**src/rtl/mem_arb_pkg.sv**
```systemverilog
// Shared types and constants for the two-requester memory arbiter.
package mem_arb_pkg;

   localparam int unsigned ADDR_W_DEF = 32;
   localparam int unsigned DATA_W_DEF = 32;
   localparam int unsigned OWNER_W    = 2;

   typedef enum logic [1:0] {
      IDLE    = 2'd0,
      GRANT_I = 2'd1,
      GRANT_D = 2'd2
   } state_t;

   localparam logic [OWNER_W-1:0] OWN_NONE = 2'b00;
   localparam logic [OWNER_W-1:0] OWN_I    = 2'b01;
   localparam logic [OWNER_W-1:0] OWN_D    = 2'b10;

endpackage

```
**src/rtl/mem_arbiter_if.sv**
```systemverilog
// Requester and memory-side signals of the arbiter; slave = arbiter view,
// master = the surrounding caches plus the physical memory.
interface mem_arbiter_if
   import mem_arb_pkg::*;
#(
   parameter int unsigned ADDR_W = ADDR_W_DEF,
   parameter int unsigned DATA_W = DATA_W_DEF
) ();

   logic [ADDR_W-1:0] i_a;
   logic              i_access;
   logic [DATA_W-1:0] i_rdata;
   logic              i_ready;

   logic [ADDR_W-1:0] d_a;
   logic [DATA_W-1:0] d_st_data;
   logic              d_access;
   logic              d_write;
   logic [DATA_W-1:0] d_rdata;
   logic              d_ready;

   logic [ADDR_W-1:0] mem_a;
   logic [DATA_W-1:0] mem_st_data;
   logic              mem_access;
   logic              mem_write;
   logic [DATA_W-1:0] mem_data;
   logic              mem_ready;

   modport slave (
      input  i_a, i_access, d_a, d_st_data, d_access, d_write, mem_data, mem_ready,
      output i_rdata, i_ready, d_rdata, d_ready, mem_a, mem_st_data, mem_access, mem_write
   );

   modport master (
      output i_a, i_access, d_a, d_st_data, d_access, d_write, mem_data, mem_ready,
      input  i_rdata, i_ready, d_rdata, d_ready, mem_a, mem_st_data, mem_access, mem_write
   );

endinterface

```
**src/rtl/mem_arb_sel.sv**
```systemverilog
// Combinational winner pick between icache and dcache requests.
module mem_arb_sel (
   input  logic i_req_i,
   input  logic i_req_d,
   input  logic i_rr_mode,
   input  logic i_last_d,
   output logic o_grant_i_c,
   output logic o_grant_d_c
);

   // On a tie, dcache wins unless round-robin says it was served last.
   always_comb begin
      o_grant_i_c = 1'b0;
      o_grant_d_c = 1'b0;
      if (i_req_i && i_req_d) begin
         if (i_rr_mode && i_last_d) o_grant_i_c = 1'b1;
         else                       o_grant_d_c = 1'b1;
      end else begin
         o_grant_i_c = i_req_i;
         o_grant_d_c = i_req_d;
      end
   end

endmodule

```
**src/rtl/mem_arbiter.sv**
```systemverilog
// Icache/dcache arbiter for the single physical memory port.
// Define MEM_ARB_RR_EN for round-robin ties; default is fixed dcache priority.
module mem_arbiter
   import mem_arb_pkg::*;
#(
   parameter int unsigned ADDR_W = ADDR_W_DEF,
   parameter int unsigned DATA_W = DATA_W_DEF
) (
   input  logic               clock,
   input  logic               reset,
   mem_arbiter_if.slave       bus,
   output logic [OWNER_W-1:0] owner
);

   state_t            r_state;
   state_t            w_next;
   logic              w_grant_i;
   logic              w_grant_d;
   logic              w_rr_mode;
   logic              w_last_d;
   logic [ADDR_W-1:0] w_mem_a;
   logic [DATA_W-1:0] w_mem_st_data;
   logic              w_mem_access;
   logic              w_mem_write;
   logic              w_i_ready;
   logic [DATA_W-1:0] w_i_rdata;
   logic              w_d_ready;
   logic [DATA_W-1:0] w_d_rdata;
   logic [OWNER_W-1:0] w_owner;

`ifdef MEM_ARB_RR_EN
   logic r_last_d;

   // Remember which requester won the most recent grant.
   always_ff @(posedge clock) begin
      if (reset) begin
         r_last_d <= 1'b0;
      end else if ((r_state == IDLE) && (w_grant_i || w_grant_d)) begin
         r_last_d <= w_grant_d;
      end
   end

   assign w_rr_mode = 1'b1;
   assign w_last_d  = r_last_d;
`else
   assign w_rr_mode = 1'b0;
   assign w_last_d  = 1'b0;
`endif

   mem_arb_sel u_sel (
      .i_req_i     (bus.i_access),
      .i_req_d     (bus.d_access),
      .i_rr_mode   (w_rr_mode),
      .i_last_d    (w_last_d),
      .o_grant_i_c (w_grant_i),
      .o_grant_d_c (w_grant_d)
   );

   always_ff @(posedge clock) begin
      if (reset) r_state <= IDLE;
      else       r_state <= w_next;
   end

   // Grant is held for a whole transaction and released on mem_ready.
   always_comb begin
      w_next        = r_state;
      w_mem_a       = '0;
      w_mem_st_data = '0;
      w_mem_access  = 1'b0;
      w_mem_write   = 1'b0;
      w_i_ready     = 1'b0;
      w_i_rdata     = '0;
      w_d_ready     = 1'b0;
      w_d_rdata     = '0;
      w_owner       = OWN_NONE;
      case (r_state)
         IDLE: begin
            if (w_grant_d)      w_next = GRANT_D;
            else if (w_grant_i) w_next = GRANT_I;
         end
         GRANT_I: begin
            w_owner      = OWN_I;
            w_mem_a      = bus.i_a;
            w_mem_access = 1'b1;
            if (bus.mem_ready) begin
               w_i_ready = 1'b1;
               w_i_rdata = bus.mem_data;
               w_next    = IDLE;
            end
         end
         GRANT_D: begin
            w_owner       = OWN_D;
            w_mem_a       = bus.d_a;
            w_mem_st_data = bus.d_st_data;
            w_mem_write   = bus.d_write;
            w_mem_access  = 1'b1;
            if (bus.mem_ready) begin
               w_d_ready = 1'b1;
               w_d_rdata = bus.mem_data;
               w_next    = IDLE;
            end
         end
         default: w_next = IDLE;
      endcase
   end

   assign bus.mem_a       = w_mem_a;
   assign bus.mem_st_data = w_mem_st_data;
   assign bus.mem_access  = w_mem_access;
   assign bus.mem_write   = w_mem_write;
   assign bus.i_ready     = w_i_ready;
   assign bus.i_rdata     = w_i_rdata;
   assign bus.d_ready     = w_d_ready;
   assign bus.d_rdata     = w_d_rdata;
   assign owner           = w_owner;

endmodule

```
**src/flat_wrapper.sv**
```systemverilog
// flat-port wrapper written by rule: the top's interface ports become plain ports
module mem_arbiter_flat import mem_arb_pkg::*;
#(
   parameter int unsigned ADDR_W = ADDR_W_DEF,
   parameter int unsigned DATA_W = DATA_W_DEF
)
  (clock, reset, owner, bus_i_a, bus_i_access, bus_d_a, bus_d_st_data, bus_d_access, bus_d_write, bus_mem_data, bus_mem_ready, bus_i_rdata, bus_i_ready, bus_d_rdata, bus_d_ready, bus_mem_a, bus_mem_st_data, bus_mem_access, bus_mem_write);
  mem_arbiter_if #(.ADDR_W(ADDR_W), .DATA_W(DATA_W)) bus_i ();
  input  logic clock;
  input  logic reset;
  output logic [OWNER_W-1:0] owner;
  input wire logic [$bits(bus_i.i_a)-1:0] bus_i_a;
  input wire logic [$bits(bus_i.i_access)-1:0] bus_i_access;
  input wire logic [$bits(bus_i.d_a)-1:0] bus_d_a;
  input wire logic [$bits(bus_i.d_st_data)-1:0] bus_d_st_data;
  input wire logic [$bits(bus_i.d_access)-1:0] bus_d_access;
  input wire logic [$bits(bus_i.d_write)-1:0] bus_d_write;
  input wire logic [$bits(bus_i.mem_data)-1:0] bus_mem_data;
  input wire logic [$bits(bus_i.mem_ready)-1:0] bus_mem_ready;
  output wire logic [$bits(bus_i.i_rdata)-1:0] bus_i_rdata;
  output wire logic [$bits(bus_i.i_ready)-1:0] bus_i_ready;
  output wire logic [$bits(bus_i.d_rdata)-1:0] bus_d_rdata;
  output wire logic [$bits(bus_i.d_ready)-1:0] bus_d_ready;
  output wire logic [$bits(bus_i.mem_a)-1:0] bus_mem_a;
  output wire logic [$bits(bus_i.mem_st_data)-1:0] bus_mem_st_data;
  output wire logic [$bits(bus_i.mem_access)-1:0] bus_mem_access;
  output wire logic [$bits(bus_i.mem_write)-1:0] bus_mem_write;
  assign bus_i.i_a = bus_i_a;
  assign bus_i.i_access = bus_i_access;
  assign bus_i.d_a = bus_d_a;
  assign bus_i.d_st_data = bus_d_st_data;
  assign bus_i.d_access = bus_d_access;
  assign bus_i.d_write = bus_d_write;
  assign bus_i.mem_data = bus_mem_data;
  assign bus_i.mem_ready = bus_mem_ready;
  assign bus_i_rdata = bus_i.i_rdata;
  assign bus_i_ready = bus_i.i_ready;
  assign bus_d_rdata = bus_i.d_rdata;
  assign bus_d_ready = bus_i.d_ready;
  assign bus_mem_a = bus_i.mem_a;
  assign bus_mem_st_data = bus_i.mem_st_data;
  assign bus_mem_access = bus_i.mem_access;
  assign bus_mem_write = bus_i.mem_write;
  mem_arbiter #(.ADDR_W(ADDR_W), .DATA_W(DATA_W)) u_core (.clock(clock), .reset(reset), .bus(bus_i), .owner(owner));
endmodule
```
**config.mk**
```make
export PLATFORM = sky130hd
export DESIGN_NAME = mem_arbiter_flat
export DESIGN_NICKNAME = d
export VERILOG_FILES = /design/src/rtl/mem_arb_pkg.sv /design/src/rtl/mem_arbiter_if.sv /design/src/rtl/mem_arb_sel.sv /design/src/rtl/mem_arbiter.sv /design/src/flat_wrapper.sv
export SDC_FILE = /design/constraint.sdc
export NUM_CORES = 1
export LEC_CHECK = 0
export ABC_AREA = 1
export BUFFER_PORTS_ARGS = -buffer_cell sky130_fd_sc_hd__buf_2
export CELL_PAD_IN_SITES_DETAIL_PLACEMENT = 2
export CELL_PAD_IN_SITES_GLOBAL_PLACEMENT = 2
export CORE_ASPECT_RATIO = 1.75
export CORE_MARGIN = 8
export CORE_UTILIZATION = 10
export CTS_CLUSTER_SIZE = 25
export DETAILED_ROUTE_END_ITERATION = 10
export GPL_ROUTABILITY_DRIVEN = 0
export PLACE_DENSITY = 0.95
export SLEW_MARGIN = 20
export SYNTH_ARGS = -nofsm -noshare
export SYNTH_HDL_FRONTEND = slang
export SYNTH_HIERARCHICAL = 1
export SYNTH_SLANG_ARGS = --single-unit
```
**constraint.sdc**
```tcl
create_clock -name clock -period 2 [get_ports clock]
set_clock_uncertainty 0.05 [all_clocks]
set_input_delay 0.1 -clock clock [delete_from_list [all_inputs] [get_ports clock]]
set_output_delay 0.1 -clock clock [all_outputs]
set_load 0.05 [all_outputs]
```
; After elaboration in Yosys (flattened, before gate mapping)
; Cells that the tools add are included.
[word_totals]
regBits = 2
in_bits = 134
out_inout_bits = 134
elab_cells = 26
[op_classes]
eq_ne = 4
mux = 17
n_reduce_logical = 4
[ops]
columns = operator, n
row1 = $mux W32, 4
row2 = $pmux W32 S2, 1
row3 = $pmux W2 S2, 2
row4 = $mux W1, 7
row5 = $mux W2, 3
row6 = $ne A3 B3 Y1 const B, 1
row7 = $eq A2 B1 Y1 const B, 1
row8 = $eq A2 B2 Y1 const B, 1
row9 = $logic_not A2 Y1, 1
row10 = $ne A2 B1 Y1 const B, 1
row11 = $reduce_and A2 Y1, 1
row12 = $reduce_or A2 Y1, 1
row13 = $logic_and A1 B1 Y1, 1

; Depth between registers and ports, before layout
; Gate-level depths: netlist of run 1.
[depth]
depth_word = 5
mapped_depth = 9
mapped_depth_nobuf = 9

; Modules after synthesis
; The synthesis of run 1 kept the hierarchy.
[modules_own_cells]
columns = mod, instances, cells_per_inst, area_per_inst_um2, seq_area_each_um2
row1 = mem_arbiter, 1, 307, 1300.0, 40.0
row2 = mem_arb_sel, 1, 8, 31.3, 0.0

; Worst setup path after synthesis of run 1
; OpenSTA, ideal clock, no wires.
[synth_timing]
path_kind = register -> output
startpoint = reg u_core.r_state[0]
endpoint = out bus_mem_a[0]
t_arrival_ps = 2175
required_time_ps = 1850
slack_ps = -325
path_stages_with_launch = 6
n_path_buf = 1
path_cell_list = dfxtp_1 -> inv_1 -> ha_1 -> inv_1 -> clkbuf_1 -> a21oi_1
[synth_via]
elab_chain_len = 2
word_cells_on_any_way = 3
cone_classes = eq/ne: 2 / mux: 1
[synth_lines]
columns = element, line_no
row1 = "start, declared", mem_arbiter.sv:15  ; state_t r_state;
row2 = "start signal, assigned", mem_arbiter.sv:61  ; else r_state <= w_next;
row3 = $eq A2 B2 Y1 / $eq A2 B1 Y1 (equally long branches), mem_arbiter.sv:76  ; case (r_state)
row4 = $pmux W32 S2 *, mem_arbiter.sv:76
row5 = "end, declared", flat_wrapper.sv:24  ; output wire logic [$bits(bus_i.mem_a)-1:0] bus_mem_a;
; Every way passes the cells marked *; elsewhere a longest branch is shown, timed or not.

; Worst setup path after layout of run 1
[layout_timing]
startpoint = reg u_core.r_state[0]
endpoint = out bus_mem_a[24]
; The elaborated chain is that of the path after synthesis.

==> results of run 1 <==
-- cells in the mapped netlist --
cell,count
nor2b_1,1
ha_1,5
conb_1,1
inv_2,1
inv_1,74
nand2_1,109
dfxtp_1,2
a21oi_1,36
nor2_1,64
buf_2,18
nand4_1,1
clkbuf_1,3
-- through the flow --
stage	setup slack, ps	total power, mW	hold slack (ps)	util	setup TNS [ps]
4_1_cts	11.6	1.53	103	0.234	0
5_1_grt	-0.490	1.60	149	0.238	-0.871
2_1_floorplan	-182	0.836	206	-	-10380
3_3_place_gp	381	1.19	340	0.228	0
3_5_place_dp	265	1.22	334	0.228	0
6_report	82.1	1.51	97.1	0.238	0
-- worst min-delay path, delay by kind of cell --
family                 cells  cell delay [ps]
buffers and inverters      1               90
and+or+nand+nor            2               90
AOI/OAI and AO/OA          1               40
-- area by class of cell --
type                            instances  area [sq um]  area share
Timing Repair Buffer                  273          1480       0.471
Inverter                               75           282      0.0894
Sequential cell                         2          40.0      0.0127
Multi-Input combinational cell        218          1050       0.334
Tap cell                              174           218      0.0691
Clock buffer                            3          75.1      0.0238
-- power breakdown --
| group | total (mW) | internal, mW | switching (mW) | leakage, nW |
|---|---|---|---|---|
| logic | 1.16 | 0.306 | 0.851 | 2.14 |
| clock network | 0.304 | 0.255 | 0.0491 | 0.0370 |
| registers | 0.0495 | 0.0447 | 0.00490 | 0.0164 |
| total | 1.51 | 0.605 | 0.905 | 2.20 |
-- cells by family (layout without fill, tap and decap cells) --
family | after synthesis | in the layout | synth area share
AO/OA/AOI/OAI | 36 | 36 | 0.135
adder cells (fa/ha/maj) | 5 | 5 | 0.0470
buffers and inverters | 96 | 351 | 0.288
flip-flops | 2 | 2 | 0.0301
other | 1 | 2 | 0.00282
AND/OR/NAND/NOR | 175 | 175 | 0.497
-- path summary, 6_finish.rpt --
check                                 start                        endpoint  depth (start not counted)
max reg2reg  u_core/r_state[0]$_SDFFE_PP0P_  u_core/r_state[0]$_SDFFE_PP0P_                          5
min reg2reg  u_core/r_state[0]$_SDFFE_PP0P_  u_core/r_state[0]$_SDFFE_PP0P_                          2
max          u_core/r_state[0]$_SDFFE_PP0P_                   bus_mem_a[24]                          6
min                                   reset  u_core/r_state[1]$_SDFFE_PP0P_                          4
-- per-layer routing --
metal	share of wire	track usage	vias up
met5	0	0	-
met1	0.30	0.104	1268
met4	0.0086	0.0209	0
met2	0.58	0.256	148
li1	-	-	1400
met3	0.11	0.0428	7
==> impl_results.md, run 1 <==
- Die Area: 17,400 sq um
- Initial antenna violation count: 0
- CTS tree: yes
- Antenna-violating nets left: 0
- Sequential share of the synthesized area: 0.0301
- HPWL after DPL: 10,300 um
- Chip Height: 169 um
- Synthesized instance count: 315
- Input/output buffers: 267
- Max reg flops: 2
- Num rows: 56
- Clk sinks: 2
- Crit path largest cell delay: 380 ps
- First-pass GRT wire length: 16,600 um
- Ports: 268
- Wire per inst: 15.2 um
- Fin. max-slew vios: 0
- Syn Area/Cell: 4.23 sq um
- Post-cts sizing count: 0
- Max-cap violations: 0
- Vias: 2,823
- Later-pin clock latency in the skew report: 220 ps
- CP Launch Type: register
- R2R setup slack: 590 ps
- Req. time, crit path: 1850 ps
- Ant. Diodes: 0
- Pwr Density: 480 nW/um^2
- Crit-path cells: inv_1 -> ha_1 -> clkinv_1 -> buf_12 -> a21oi_2 -> buf_2
- H-tree levels: 1
- Post-synth top area cell: nand2_1
- Non-Filler Instances: 745
- Core Region: 13,200 sq um
- Final Cell Area: 3150 sq um
- Worst-path clk slew: 30 ps
- CTS buffer count: 3
- Vias/cell: 3.79
- Slowest cell on crit path: dfxtp_1
- Crit path max fanout: 32
- Die width: 103 um
- GRT Residual Overflow: 0
- Largest reg by FF count: u_core/r_state
- Crit path DAT: 1770 ps
- CP Class: register to output pin
- Setup violations, final: 0
- WP buf/inv: 4
- Area grow syn2layout: 137%
- Placed cell count: 742
- Starting Density: 0.101
- Most frequent cells in the layout: buf_2, nand2_1, inv_1
- Yosys reg bits: 2
- Fin. Hold Viols: 0
- Share of cells above drive strength 1: 0.539
- Setup bufs post-CTS: 0
- Drt drc: 0
- Routed wire length: 11,300 um
- Yosys warns: 6
- Outcome: completed
- Post-Place Cell Area: 3020 sq um
- Top Family by Delay on Critical Path: buffers and inverters
- Peak Freq: 521 MHz
- Commonest non-fill, non-tap cell in the layout: buf_2
- Largest net degree at the start of global routing: 35
- Vias in the first global route: 3,188
- Hold WC Path Type: primary input to register
- Worst setup EP type: output pin
- Peak supply drop: 0.000226 V
- CTS hold repair buffers: 0
- Cell Area, Synth: 1330 sq um
- Drt first-iter violations: 43
- Total track usage: 0.123
- Post-synthesis cell type count: 12
- Initial DRT Pass Iterations: 4
- Leakage: 2.20 nW
- Area contributors post-synth: nand2_1, inv_1, nor2_1
- Period utilization: 0.959
- Nets: 712
- Clock Root Buffer: clkbuf_16
- Number of fill cells in the layout: 1,722
- Largest regs: u_core/r_state (2)
- Max clock buf depth: 2
- Crit path time final: 1920 ps
- Area share of the largest cell type after synthesis: 0.307
Power figures use the tool's default switching activity.
==> inputs of run 2 (changes only) <==
CTS_CLUSTER_SIZE = unset   (was 25)
SYNTH_HIERARCHICAL = unset   (was 1)
==> run 2 against run 1 <==
Against the previous run: register-to-register slack got worse by 40 ps; routed wire length rose by 7.7%; clock power rose by 2%; sequential share of layout area barely moved; via count rose by 2.6%; global-route usage rose by 1.0 points; hold slack got worse by 92 ps; highest routed layer unchanged; critical endpoint is now bus_mem_a[23]; critical path depth did not move.
==> impl_results.md, run 2 <==
- Outcome: completed (unchanged)
- Clk sinks: 2 (unchanged)
- Synthesized instance count: 307 (was 315)
- Setup violations, final: 0 (unchanged)
- First-pass GRT wire length: 17,500 um (was 16,600 um)
- GRT Residual Overflow: 0 (unchanged)
- Core Region: 12,800 sq um (was 13,200 sq um)
- Crit path DAT: 1770 ps (about the same)
- Crit path time final: 1920 ps (about the same)
- Vias/cell: 3.93 (was 3.79)
- Total track usage: 0.133 (was 0.123)
- Crit path max fanout: 12 (was 32)
- Clock Root Buffer: clkbuf_16 (unchanged)
- Setup bufs post-CTS: 0 (unchanged)
- Worst setup EP type: output pin (unchanged)
- Sw frac: 0.628 (was 0.599)
- Post-Place Cell Area: 3000 sq um (was 3020 sq um)
- Vias in the first global route: 3,167 (was 3,188)
- Peak Freq: 520 MHz (was 521 MHz)
- Non-Filler Instances: 737 (was 745)
- Area share of the largest cell type after synthesis: 0.304 (was 0.307)
- Num rows: 55 (was 56)
- CTS tree: yes (unchanged)
- Share of cells above drive strength 1: 0.560 (was 0.539)
- Chip Height: 167 um (was 169 um)
- Final Cell Area: 3180 sq um (was 3150 sq um)
- Placed cell count: 733 (was 742)
- Syn Area/Cell: 4.22 sq um (was 4.23 sq um)
- Reg area: 40.0 sq um (unchanged)
- CP Launch Type: register (unchanged)
- CTS hold repair buffers: 0 (unchanged)
- Hold WC Path Type: primary input to register (unchanged)
- Max-slew headroom: 0.782
- Routed wire length: 12,200 um (was 11,300 um)
- Flop pwr share: 0.027 (was 0.033)
- Worst-Margin Slew: 326 ps
- Initial DRT Pass Iterations: 3 (was 4)
- Largest net degree at the start of global routing: 35 (unchanged)
- Die width: 102 um (was 103 um)
- Antenna-violating nets left: 0 (unchanged)
- Area contributors post-synth: nand2_1, inv_1, nor2_1 (unchanged)
- Ports: 268 (unchanged)
- Input/output buffers: 267 (unchanged)
- Largest regs: u_core.r_state (2) (was u_core/r_state (2))
- Ant. Diodes: 0 (unchanged)
- Combinational power share: 0.811 (was 0.766)
- Peak supply drop: 0.000224 V (was 0.000226 V)
- Worst-path clk slew: 30 ps (about the same)
- Most frequent cells after synthesis: nand2_1, inv_1, nor2_1 (unchanged)
- Internal Pwr Total: 0.715 mW (was 0.605 mW)
- Req. time, crit path: 1850 ps (about the same)
- Most frequent cells in the layout: buf_2, nand2_1, inv_1 (unchanged)
- Multi-input logic area: 1050 sq um (about the same)
- Pwr Density: 604 nW/um^2 (was 480 nW/um^2)
- Max-cap violations: 0 (unchanged)
- Syn Nets: 446
- Wire per inst: 16.6 um (was 15.2 um)
- Async SR Flop Fraction: 0 (unchanged)
- Nets: 707 (was 712)
- Vias: 2,896 (was 2,823)
- Later-pin clock latency in the skew report: 230 ps (was 220 ps)
- Count leader, synth: nand2_1 (unchanged)
- Max clock buf depth: 2 (unchanged)
- CTS buffer count: 3 (unchanged)
- Max reg flops: 2 (unchanged)
- Main synth FF type: dfxtp_1 (unchanged)
- Post-synth top area cell: nand2_1 (unchanged)
- P_sw: 1.21 mW (was 0.905 mW)
- Leakage: 2.21 nW (was 2.20 nW)
- Post-synthesis cell type count: 11 (was 12)
- Fin. Hold Viols: 0 (unchanged)
- Post-synth EDFFs: 0 (unchanged)
- Starting Density: 0.101 (about the same)
- Fin. max-slew vios: 0 (unchanged)
- Clock Power Share: 0.162 (was 0.201)
- Yosys reg bits: 2 (unchanged)
- Area grow syn2layout: 145% (was 137%)
- Drt drc: 0 (unchanged)
- Cell Area, Synth: 1300 sq um (was 1330 sq um)
- HPWL after DPL: 10,800 um (was 10,300 um)
- Number of fill cells in the layout: 1,667 (was 1,722)
- Commonest non-fill, non-tap cell in the layout: buf_2 (unchanged)
- CP Class: register to output pin (unchanged)
- Yosys warns: 0 (was 6)
- Initial antenna violation count: 0 (unchanged)
- Largest reg by FF count: u_core.r_state (was u_core/r_state)
- Unrepaired setup endpoints after global routing: no
- Die Area: 17,000 sq um (was 17,400 sq um)
- Period utilization: 0.962 (was 0.959)
- H-tree levels: 1 (unchanged)
- Drt first-iter violations: 36 (was 43)
- Sequential share of the synthesized area: 0.0309 (was 0.0301)
run 2: per-layer routing:
layer | wire length, um | track usage | share of wire | vias to the layer above
li1 | - | - | - | 1383
met1 | 3710 | 0.114 | 0.30 | 1335
met2 | 6840 | 0.270 | 0.56 | 161
met3 | 1410 | 0.0463 | 0.12 | 17
met4 | 244 | 0.0321 | 0.020 | 0
met5 | 0 | 0 | 0 | -
run 2: through the flow:
stage	power (mW)	setup TNS, ps	util	worst slack [ps]	hold slack, ps
floorplan	1.09	-10600	-	-190	119
detailed placement	1.56	0	0.234	188	241
finish	1.92	0	0.249	76.4	5.51
global route	2.04	0	0.249	0.343	9.05
CTS	1.89	0	0.241	6.16	4.11
global placement	1.53	0	0.234	236	243
run 2: what timing repair did:
item                                    4_1_cts  5_1_grt
gates cloned                                  0        1
resized for setup                             2       27
endpoints found under the setup margin       21       64
pin swaps                                     0        0
run 2: critical path: stages, from the launching register on:
cell       delay (ps)
dfxtp_1           380
inv_1             100
ha_2              390
inv_6              90
clkbuf_16         200
a21oi_2           100
buf_2             270
run 2: area by class of cell:
cell class | count | share of cell area
Multi-Input combinational cell | 211 | 0.330
Timing Repair Buffer | 277 | 0.479
Clock buffer | 3 | 0.0236
Tap cell | 171 | 0.0672
Inverter | 73 | 0.0877
Sequential cell | 2 | 0.0126
run 2: cell families after synthesis:
logic type / count (synthesis) / share of synthesized area
AND/OR/NAND/NOR: 171 / 0.496
buffers and inverters: 94 / 0.290
AO/OA/AOI/OAI: 35 / 0.135
adder cells (fa/ha/maj): 5 / 0.0483
flip-flops: 2 / 0.0309
run 2: final timing paths:
kind	startpoint	endpoint	slack [ps]	depth (start not counted)
max	u_core.r_state[1]$_SDFFE_PP0P_	bus_mem_a[23]	80	6
min	reset	u_core.r_state[1]$_SDFFE_PP0P_	6	2
max reg2reg	u_core.r_state[1]$_SDFFE_PP0P_	u_core.r_state[0]$_SDFFE_PP0P_	550	6
min reg2reg	u_core.r_state[1]$_SDFFE_PP0P_	u_core.r_state[1]$_SDFFE_PP0P_	500	2
run 2: power groups by stage:
stage,Clock (mW),Combinational [mW],Sequential (mW)
after floorplan,0,1.04,0.0510
after global placement,0,1.47,0.0514
after detailed placement,0,1.51,0.0525
after CTS,0.318,1.52,0.0522
after global routing,0.325,1.66,0.0535
final,0.311,1.56,0.0522
